--- config.mk ---
export PLATFORM = sky130hd
export DESIGN_NAME = count_display_mux_flat
export DESIGN_NICKNAME = d
export VERILOG_FILES = /design/src/rtl/count_display_mux_if.sv /design/src/rtl/count_display_mux.sv /design/src/flat_wrapper.sv
export SDC_FILE = /design/constraint.sdc
export NUM_CORES = 1
export LEC_CHECK = 0
export ABC_AREA = 1
export BUFFER_PORTS_ARGS = -buffer_cell sky130_fd_sc_hd__buf_2
export CORE_ASPECT_RATIO = 1.75
export CORE_MARGIN = 4
export CORE_UTILIZATION = 40
export CTS_CLUSTER_SIZE = 10
export DETAILED_ROUTE_END_ITERATION = 6
export SLEW_MARGIN = 25
export SYNTH_ARGS = -nofsm -noshare
export SYNTH_HDL_FRONTEND = slang
export SYNTH_SLANG_ARGS = --single-unit
--- constraint.sdc ---
create_clock -name Clk -period 1.3 [get_ports Clk]
set_input_delay 0.195 -clock Clk [delete_from_list [all_inputs] [get_ports Clk]]
set_output_delay 0.195 -clock Clk [all_outputs]
set_load 0.005 [all_outputs]
--- src/rtl/count_display_mux_if.sv ---
// Bus between the upstream 4-bit counter and the two-digit seven-segment driver.
// The counter drives Count; the display driver returns the segment, anode and decimal point lines.
interface count_display_mux_if;
  logic [3:0] Count;
  logic [6:0] Seg;
  logic [1:0] An;
  logic       Dp;

  modport master (output Count, input Seg, An, Dp);
  modport slave  (input Count, output Seg, An, Dp);
endinterface

--- src/rtl/count_display_mux.sv ---
// Time-multiplexed two-digit common-anode driver for a 0..15 count.
// The count is sampled once per frame, so a digit never changes while the frame is being shown.
module count_display_mux #(
  parameter int REFRESH_DIV   = 50000,
  parameter bit LEADING_BLANK = 1'b1
) (
  input logic               Clk,
  input logic               Reset,
  count_display_mux_if.slave bus
);

  localparam int            RW   = (REFRESH_DIV > 1) ? $clog2(REFRESH_DIV) : 1;
  localparam logic [RW-1:0] LAST = RW'(REFRESH_DIV - 1);

  localparam logic [6:0] SEG_DARK = 7'h7F;
  localparam logic [1:0] AN_OFF   = 2'b11;
  localparam logic [1:0] AN_UNITS = 2'b10;
  localparam logic [1:0] AN_TENS  = 2'b01;

  logic [RW-1:0] ref_cnt;
  logic          sel;
  logic [3:0]    count_reg;
  logic          frame_end;

  logic          tens;
  logic [3:0]    units;
  logic [6:0]    seg_p0;
  logic [1:0]    an_p0;

  logic [6:0]    seg_p1;
  logic [1:0]    an_p1;
  logic          dp_p1;

  function automatic logic [6:0] encode(input logic [3:0] digit);
    logic [6:0] s;
    case (digit)
      4'd0:    s = 7'h40;
      4'd1:    s = 7'h79;
      4'd2:    s = 7'h24;
      4'd3:    s = 7'h30;
      4'd4:    s = 7'h19;
      4'd5:    s = 7'h12;
      4'd6:    s = 7'h02;
      4'd7:    s = 7'h78;
      4'd8:    s = 7'h00;
      4'd9:    s = 7'h10;
      default: s = SEG_DARK;
    endcase
    return s;
  endfunction

  assign frame_end = sel && (ref_cnt == LAST);

  // Stage p0: digit split and phase selection from the frame-stable sample.
  always_comb begin
    tens   = (count_reg >= 4'd10);
    units  = tens ? (count_reg - 4'd10) : count_reg;
    seg_p0 = SEG_DARK;
    an_p0  = AN_OFF;
    if (!sel) begin
      seg_p0 = encode(units);
      an_p0  = AN_UNITS;
    end else if (tens) begin
      seg_p0 = encode(4'd1);
      an_p0  = AN_TENS;
    end else if (!LEADING_BLANK) begin
      seg_p0 = encode(4'd0);
      an_p0  = AN_TENS;
    end
  end

  // Stage p1: registered outputs; anode and segment lines switch on the same edge.
  always_ff @(posedge Clk) begin
    if (Reset) begin
      ref_cnt   <= '0;
      sel       <= 1'b0;
      count_reg <= 4'd0;
      seg_p1    <= SEG_DARK;
      an_p1     <= AN_OFF;
      dp_p1     <= 1'b1;
    end else begin
      if (ref_cnt == LAST) begin
        ref_cnt <= '0;
        sel     <= ~sel;
      end else begin
        ref_cnt <= ref_cnt + 1'b1;
      end
      if (frame_end)
        count_reg <= bus.Count;
      seg_p1 <= seg_p0;
      an_p1  <= an_p0;
      dp_p1  <= 1'b1;
    end
  end

  assign bus.Seg = seg_p1;
  assign bus.An  = an_p1;
  assign bus.Dp  = dp_p1;

endmodule

--- src/flat_wrapper.sv ---
// flat-port wrapper written by rule: the top's interface ports become plain ports
module count_display_mux_flat 
#(
  parameter int REFRESH_DIV   = 50000,
  parameter bit LEADING_BLANK = 1'b1
)
  (Clk, Reset, bus_Count, bus_Seg, bus_An, bus_Dp);
  count_display_mux_if bus_i ();
  input logic Clk;
  input logic Reset;
  input wire logic [$bits(bus_i.Count)-1:0] bus_Count;
  output wire logic [$bits(bus_i.Seg)-1:0] bus_Seg;
  output wire logic [$bits(bus_i.An)-1:0] bus_An;
  output wire logic [$bits(bus_i.Dp)-1:0] bus_Dp;
  assign bus_i.Count = bus_Count;
  assign bus_Seg = bus_i.Seg;
  assign bus_An = bus_i.An;
  assign bus_Dp = bus_i.Dp;
  count_display_mux #(.REFRESH_DIV(REFRESH_DIV), .LEADING_BLANK(LEADING_BLANK)) u_core (.Clk(Clk), .Reset(Reset), .bus(bus_i));
endmodule
==> results of run 1 <==
==> final cells by class <==
cell class	instances	share of cell area, %
clock buffers	5	3.49
clock inverters	2	0.508
repair buffers	37	12.7
well taps	45	2.86
multi-input cells	136	44.3
inverters	26	4.95
flip-flops and latches	30	31.2
==> worst max-delay path by stage <==
| stage | end | from | slack, ps | depth (start not counted) |
|---|---|---|---|---|
| CTS | u_core.bus.Seg[5] | u_core.count_reg[1] | -80 | 7 |
| detailed placement | u_core.bus.Seg[5] | u_core.count_reg[1] | -120 | 7 |
| finish | u_core.bus.Seg[5] | u_core.count_reg[2] | -80 | 7 |
| global placement | u_core.bus.Seg[5] | u_core.count_reg[2] | -90 | 7 |
| global route | u_core.bus.Seg[1] | u_core.count_reg[2] | -170 | 9 |
| floorplan | u_core.bus.Seg[0] | u_core.count_reg[1] | -30 | 7 |
==> timing repair <==
action | in CTS | in global routing
pin swaps | 6 | 13
endpoints found under the setup margin | 25 | 28
setup buffers | 0 | 3
endpoints found under the hold margin | 0 | 0
resized for setup | 10 | 33
gates cloned | 0 | 1
==> per-stage QoR <==
stage	setup TNS [ps]	total power, mW	cells	hold WS, ps
6_report	-488	1.72	281	162
5_1_grt	-1140	1.80	281	163
4_1_cts	-504	1.74	277	150
3_5_place_dp	-1000	1.03	270	455
3_3_place_gp	-769	1.03	270	450
2_1_floorplan	-136	1.01	194	257
==> layout by cell type, fill, tap and decap left out, drive strengths merged, types with 2 or more instances in the layout <==
cell | synthesis | final
clkinv | 0 | 2
nor3 | 3 | 3
nand2 | 44 | 45
inv | 26 | 26
xor2 | 6 | 6
dfxtp | 30 | 30
ha | 5 | 5
buf | 2 | 37
nor3b | 2 | 2
xnor2 | 3 | 3
nor2 | 32 | 32
o21ai | 7 | 7
nand4 | 9 | 9
clkbuf | 1 | 5
a21oi | 9 | 9
nand3 | 12 | 12
==> kinds of logic (layout without fill, tap and decap cells) <==
| group | count (synthesis) | after routing | share of synthesized area [%] |
|---|---|---|---|
| AND/OR/NAND/NOR | 104 | 105 | 33.4 |
| flip-flops | 30 | 30 | 41.5 |
| buffers and inverters | 29 | 70 | 8.56 |
| AO/OA/AOI/OAI | 16 | 16 | 6.57 |
| XOR/XNOR | 9 | 9 | 5.45 |
| adder cells (fa/ha/maj) | 5 | 5 | 4.32 |
| other | 1 | 1 | 0.259 |
==> Yosys cell counts (2+ instances only) <==
library cell / instances
inv_2: 2
ha_1: 5
o21ai_0: 6
xor2_1: 6
dfxtp_1: 30
inv_1: 24
xnor2_1: 3
nor3_1: 2
nand2_1: 39
nand4_1: 9
nor2_1: 30
nand2_2: 4
nand3_1: 11
nor3b_1: 2
a21oi_1: 8
==> routing by layer <==
metal | vias to the layer above | GRT usage [%]
met5 | - | 0
met4 | 0 | 9.07
met3 | 11 | 4.09
met2 | 20 | 28.8
met1 | 617 | 14.6
li1 | 693 | -
==> report_power, final <==
part	leakage [nW]	internal, mW	switching, mW
combinational	0.556	0.0359	0.0434
sequential	0.251	0.941	0.0128
clock	0.0438	0.358	0.328
total	0.850	1.33	0.384
==> impl_results.md, run 1 <==
* Data required time of the worst path at about 1500 ps
* Hold-critical path depth at 2
* HP Start: Reset
* Worst slack, placed at -119 ps
* Finish-stage setup viols at 7
* Number of antenna violations at the first check in global routing at 0
* Status: finished with violations
* CP endpoint kind: register
* Largest net degree at the start of global routing at 17
* Util after Layout at 57.4%
* Chip Height at around 90 um
* DP Wirelength at 2.40 mm
* CP Max Fanout at 8
* Gr usage total at 15.6%
* Synth Cell Area at ~1400 sq um
* I/O Buffers at 14
* Layout cells sized above 1 at 39.4%
* I/O pins at 16
* Footprint of the multi-input gates at 872 sq um
* Violated checks: setup timing
* CP top delay family: compound AO/OA/AOI/OAI gates
* Final ANT Viol Nets at 0
* Die area at 4680 sq um
* Row count at 28
* Number of flops mapped to enable cells by yosys at 0
* Area contributors post-synth: dfxtp_1 41%, nand2_1 10%, nor2_1 7.8%
* DR WL met2 at 1.90 mm
* Area delta synth->final at 36.1%
* Worst r2r src: u_core.count_reg[2]
* Final min period at 1380 ps
* Placed Instance Area at 1710 sq um
* Ys async rst share at 0%
* Via count at 1341
* Worst path bufs/invs at 2
* Average size of a mapped cell at between 7 and 8 sq um
* Syn. warnings at 0
* Core outline area at about 3400 sq um
* Clk root buf: clkbuf_8
* Max Slew Vio Count at 0
* Crit path max-delay cell type: dfxtp_2
* R2r endpoint: u_core.bus.Seg[5]
* Final worst path period share at 106%
* FMAX at 724 MHz
* Critical path arrival at 1540 ps
* Max cap viols at 0
* Top FF cell, synth: dfxtp_1
* FF+latch count, synth at 30
* Max Clock Skew at 7.12 ps
* Worst IR drop on VDD at between 0.0005 and 0.0006 V
* Post-synth top area cell: dfxtp_1
* Pleak at 0.850 nW
* Post-CTS Hold Buffers at 0
* Worst r2r path cells at 7
* Syn Nets at 205
* Initial DRC count at 24
* Worst-path clk slew at 60 ps
* First-pass GRT wire length at 5.28 mm
* Clock sinks at 30
* Seq/Total Area, Yosys at 41.5%
* Setup ws final at -80.9 ps
* Vias in the first global route at 1284
* Drt total wl at 3.22 mm
* WS Path Type: reg2reg
* Most frequent CP cell: inv_2
* Met3 wire length at 78 um
* Yosys top cell area share at 41.5%
* Die width at 53.5 um
* Crit-path max cell delay at 350 ps
* NumNets Final at 247
* WHS Endpoint: u_core.count_reg[1]
* Final-report hold violation count at 0
* First-pass DRT Iterations at 4
* Htree depth at 2
* Pwr Density at slightly below 900 nW/um^2
* Metal-1 WL at approximately 1.1 mm
* Syn Inst Count at 194
* Clock tree buffer depth at 2
* Design area at 1970 sq um
* RSZ-0062 raised after global routing: yes
* Critical path, cell by cell: inv_2 > ha_4 > inv_2 > o21ai_4 > nand2_4 > a21oi_4 > nand2_1
* Clock latency on the worst-skew pair at 280 ps
* Post-route DRC at 0
* CTS tree: yes
* Total gr overflow at 0
* Hold Path Class: in2reg
* Vias per inst at ~4.8
* Antenna cells at 0
* CP startpoint kind: register
* WL per Instance at between 10 and 15 um
* Max FFs per register at 16
* Final GP Congestion at roughly 0.76
* Yosys cell types at 28
* R2R setup slack at -80 ps
* Reg area at 616 sq um
* Max Used Layer: met4
* # fillers at approximately 350
* Number of buffers created by CTS at 5
* Initial cell density of the core at around 42%
Power figures use the tool's default switching activity.
==> run 2, diff against run 1 <==
Settings changed: REMOVE_ABC_BUFFERS set to 1.
==> impl_results.md, run 2 (synthesis results as in run 1) <==
* Status: finished with violations
* Violated checks: setup timing
* Vias per inst at around 4.8
* Max cap viols at 0
* Antenna cells at 0
* Layout cells sized above 1 at 34.6%
* R2R setup slack at -40 ps
* Clock tree buffer depth at 2
* First-pass GRT wire length at 5.29 mm
* Die area at 4680 sq um
* Worst r2r src: u_core.count_reg[1]
* CTS tree: yes
* Core outline area at 3430 sq um
* Worst slack, placed at -164 ps
* Number of antenna violations at the first check in global routing at 0
* Max FFs per register at 16
* Final GP Congestion at 0.799
* I/O pins at 16
* CP top delay family: flip-flops
* Largest net degree at the start of global routing at 17
* Worst-path clk slew at 60 ps
* Post-CTS Hold Buffers at 0
* WHS Endpoint: u_core.count_reg[1]
* Clock sinks at 30
* Design area at 1890 sq um
* Initial cell density of the core at 42.2%
* CP startpoint kind: register
* R2r endpoint: u_core.bus.Seg[2]
* WS Path Type: reg2reg
* Area delta synth->final at 30.7%
* CP endpoint kind: register
* Placed Instance Area at about 1700 sq um
* Clk root buf: clkbuf_8
* Final min period at between 1000 and 1500 ps
* RSZ-0062 raised after global routing: yes
* Total gr overflow at 0
* DP Wirelength at 2.25 mm
* Finish-stage setup viols at 7
* Critical path, cell by cell: inv_2 > ha_4 > inv_4 > o21ai_4 > nand2_4 > nand2_2 > nand3_2 > nand2_1 > inv_1
* HP Start: Reset
* Post-route DRC at 0
* FMAX at 747 MHz
* Commonest non-fill, non-tap cells in the layout: 35 x nand2_1, 27 x nor2_1, 24 x dfxtp_1, 19 x inv_1, 17 x buf_4
* Initial DRC count at 20
* Worst path bufs/invs at 3
* Number of buffers created by CTS at 5
* NumNets Final at around 240
* Crit-path max cell delay at between 300 and 400 ps
* Worst r2r path cells at 9
* Hold Path Class: in2reg
* Data required time of the worst path at 1480 ps
* First-pass DRT Iterations at 4
* Drt total wl at between 3 and 4 mm
* Via count at 1311
* Final-report hold violation count at 0
* Crit path max-delay cell type: dfxtp_2
* Final worst path period share at 103%
* Pwr Density at 952 nW/um^2
* Worst IR drop on VDD at 0.000759 V
* Max Slew Vio Count at 0
* Critical path arrival at roughly 1500 ps
* CP Max Fanout at 5
* Htree depth at 2
* Max Clock Skew at ~4.6 ps
* Vias in the first global route at 1317
* Hold-critical path depth at 2
* Setup ws final at -39.2 ps
* Die width at 53.5 um
* Row count at 28
* Commonest non-fill, non-tap cell in the layout: nand2_1
* Final ANT Viol Nets at 0
* Chip Height at a little under 90 um
* I/O Buffers at 14
* WL per Instance at roughly 11 um
* Clock latency on the worst-skew pair at between 200 and 300 ps
* Pleak at 0.805 nW
* Gr usage total at 15.4%
[run 2: cell type report]
cell class	instances	area, sq um
inverter	26	100
tap	45	56.3
fill	344	1540
multi-input combinational	136	838
clock buffer	7	86.3
clock inverter	1	5.00
sequential	30	608
timing repair buffer	31	198
[run 2: power breakdown]
group          switching, mW  internal, mW  total (mW)
Clock                  0.351         0.426       0.778
Sequential            0.0110         0.940       0.951
Combinational         0.0388        0.0334      0.0722
Total                  0.401          1.40        1.80
[run 2: layer usage]
metal / GRT usage (%) / vias up / routed length, um
met2: 28.6 / 21 / 1730
met1: 13.3 / 589 / 1070
met4: 9.77 / 0 / 127
met5: 0 / - / 0
li1: - / 688 / -
met3: 4.77 / 13 / 114
[run 2: metrics by stage]
| stage | power [mW] | hold slack [ps] | util (%) | std cells | TNS, ps |
|---|---|---|---|---|---|
| final | 1.80 | 149 | 55.1 | 276 | -197 |
| after global routing | 1.89 | 161 | 55.1 | 276 | -851 |
| after CTS | 1.82 | 152 | 53.7 | 275 | -529 |
| after detailed placement | 1.03 | 458 | 48.6 | 266 | -1140 |
| after global placement | 1.03 | 451 | 48.6 | 266 | -893 |
| after floorplan | 0.999 | 264 | - | 191 | -352 |
[run 2: worst max path at each step]
| stage | start | endpoint | slack [ps] | cells past startpoint |
|---|---|---|---|---|
| after floorplan | u_core.count_reg[1] | u_core.bus.Seg[0] | -60 | 7 |
| after global placement | u_core.count_reg[2] | u_core.bus.Seg[0] | -110 | 7 |
| after detailed placement | u_core.count_reg[1] | u_core.bus.Seg[0] | -160 | 7 |
| after CTS | u_core.count_reg[2] | u_core.bus.Seg[0] | -100 | 7 |
| after global routing | u_core.count_reg[2] | u_core.bus.Seg[5] | -130 | 7 |
| final | u_core.count_reg[1] | u_core.bus.Seg[2] | -40 | 9 |
[run 2: repair_timing]
| item | 4_1_cts | 5_1_grt |
|---|---|---|
| setup endpoints to repair | 12 | 28 |
| pin swaps | 8 | 14 |
| resized for setup | 20 | 18 |
| setup buffers | 0 | 1 |
| cloned | 1 | 0 |
==> run 3, diff against run 2 <==
Settings changed: MAX_ROUTING_LAYER set to met4.
==> impl_results.md, run 3 (synthesis results as in run 1) <==
* Status: finished with violations
* Violated checks: setup timing
* Final-report hold violation count at 0
* Largest net degree at the start of global routing at 17
* P_sw at approximately 0.40 mW
* CP startpoint kind: register
* Pwr Density at 951 nW/um^2
* Sequential share of power at 52.9%
* WS Path Type: reg2reg
* Util after Layout at a little under three fifths
* WHS at 149 ps
* Final ANT Viol Nets at 0
* Worst path bufs/invs at 3
* NumNets Final at 241
* Antenna cells at 0
* Die width at 53.5 um
* Core outline area at approximately 3400 sq um
* Net Sw Frac at ~22%
* Power Internal at 1.40 mW
* Crit-path max cell delay at 340 ps
* Power share of the combinational group at 4.0%
* Drt total wl at 3.05 mm
* Worst r2r path cells at 9
* Final GP Congestion at 0.811
* Footprint of the multi-input gates at 838 sq um
* Clock latency on the worst-skew pair at 280 ps
* Clock tree buffer depth at 2
* Max Slew Vio Count at 0
* I/O pins at 16
* Chip Height at 87.6 um
* Data required time of the worst path at 1480 ps
* R2R setup slack at -40 ps
* Vias in the first global route at 1317
* Commonest non-fill, non-tap cell in the layout: nand2_1
* FMAX at approximately 750 MHz
* Commonest non-fill, non-tap cells in the layout: 35 x nand2_1, 27 x nor2_1, 24 x dfxtp_1, 19 x inv_1, 17 x buf_4
* CP top delay family: flip-flops
* Finish-stage setup viols at 7
* WL per Instance at about 11 um
* Clock sinks at 30
* Hold-critical path depth at 2
* Clock Power Share at a little over two fifths
* Layout cells sized above 1 at between 30% and 40%
* I/O Buffers at 14
* R2r endpoint: u_core.bus.Seg[2]
* Critical path, cell by cell: inv_2 > ha_4 > inv_4 > o21ai_4 > nand2_4 > nand2_2 > nand3_2 > nand2_1 > inv_1
* Worst-path clk slew at about 60 ps
* Crit path max-delay cell type: dfxtp_2
* # fillers at 344
* Setup ws final at -40.8 ps
* Area delta synth->final at 30.7%
* CTS tree: yes
* Gr usage total at 15.8%
* CP endpoint kind: register
* Htree depth at 2
* Critical path arrival at 1520 ps
* Clk root buf: clkbuf_8
* CP Max Fanout at 5
* WHS Endpoint: u_core.count_reg[1]
* First-pass DRT Iterations at 4
* Max Clock Skew at 5.22 ps
* First-pass GRT wire length at approximately 5.3 mm
* Die area at 4680 sq um
* Initial cell density of the core at 42.2%
* Final worst path period share at 103%
* Initial DRC count at 12
* DP Wirelength at 2.25 mm
* HP Start: Reset
* Final min period at 1340 ps
* Number of antenna violations at the first check in global routing at 0
* Reg area at between 600 and 700 sq um
* Pleak at 0.805 nW
* Total gr overflow at 0
* Via count at approximately 1300
* Number of buffers created by CTS at 5
* Worst r2r src: u_core.count_reg[1]
* Max cap viols at 0
* Hold Path Class: in2reg
* Post-route DRC at 0
* Vias per inst at 4.74
* Max FFs per register at 16
* Row count at 28
* Worst IR drop on VDD at 0.000759 V
* RSZ-0062 raised after global routing: yes
-- run 3: cell counts in the layout (fill, tap and decap cells not counted) --
No cell type changed its count.
-- run 3: repair_timing --
action / 4_1_cts / 5_1_grt
resized for setup: 20 / 18
pin swaps: 8 / 14
buffers inserted: 0 / 1
hold buffers: 0 / 0
hold endpoints to repair: 0 / 0
cloned: 1 / 0
setup endpoints to repair: 12 / 28
-- run 3: worst max-delay path by stage --
| stage | slack (ps) | cells after the start | endpoint | startpoint |
|---|---|---|---|---|
| after floorplan | -60 | 7 | u_core.bus.Seg[0] | u_core.count_reg[1] |
| after detailed placement | -160 | 7 | u_core.bus.Seg[0] | u_core.count_reg[1] |
| after CTS | -100 | 7 | u_core.bus.Seg[0] | u_core.count_reg[2] |
| after global routing | -130 | 7 | u_core.bus.Seg[5] | u_core.count_reg[2] |
| after global placement | -110 | 7 | u_core.bus.Seg[0] | u_core.count_reg[2] |
| final | -40 | 9 | u_core.bus.Seg[2] | u_core.count_reg[1] |
-- run 3: cell type report --
cell class	instances	share of cell area, %
clock inverter	1	0.265
tap	45	2.98
timing repair buffer	31	10.4
clock buffer	7	4.56
multi-input combinational	136	44.3
sequential	30	32.1
inverter	26	5.29
-- run 3: routing by layer --
metal  global-route usage, %  routed length, um
met1                    13.3               1080
met2                    28.6               1720
met3                    4.77                119
met4                    9.77                129
met5                       -                  0
-- run 3: through the flow --
step                      std cells  instance area, sq um  setup WS (ps)  TNS, ps  power, mW
final                           276                  1890          -40.8     -199       1.80
after global routing            276                  1890           -128     -851       1.89
after CTS                       275                  1840          -96.3     -529       1.82
after detailed placement        266                  1670           -164    -1140       1.03
after global placement          266                  1670           -114     -893       1.03
after floorplan                 191                  1420          -63.4     -352      0.999
-- run 3: power by group through the flow --
| stage | sequential (mW) | combinational, mW | clock [mW] |
|---|---|---|---|
| after floorplan | 0.969 | 0.0301 | 0 |
| after global placement | 0.967 | 0.0633 | 0 |
| after detailed placement | 0.967 | 0.0649 | 0 |
| after CTS | 0.946 | 0.0699 | 0.805 |
| after global routing | 0.952 | 0.0839 | 0.851 |
| final | 0.951 | 0.0724 | 0.776 |
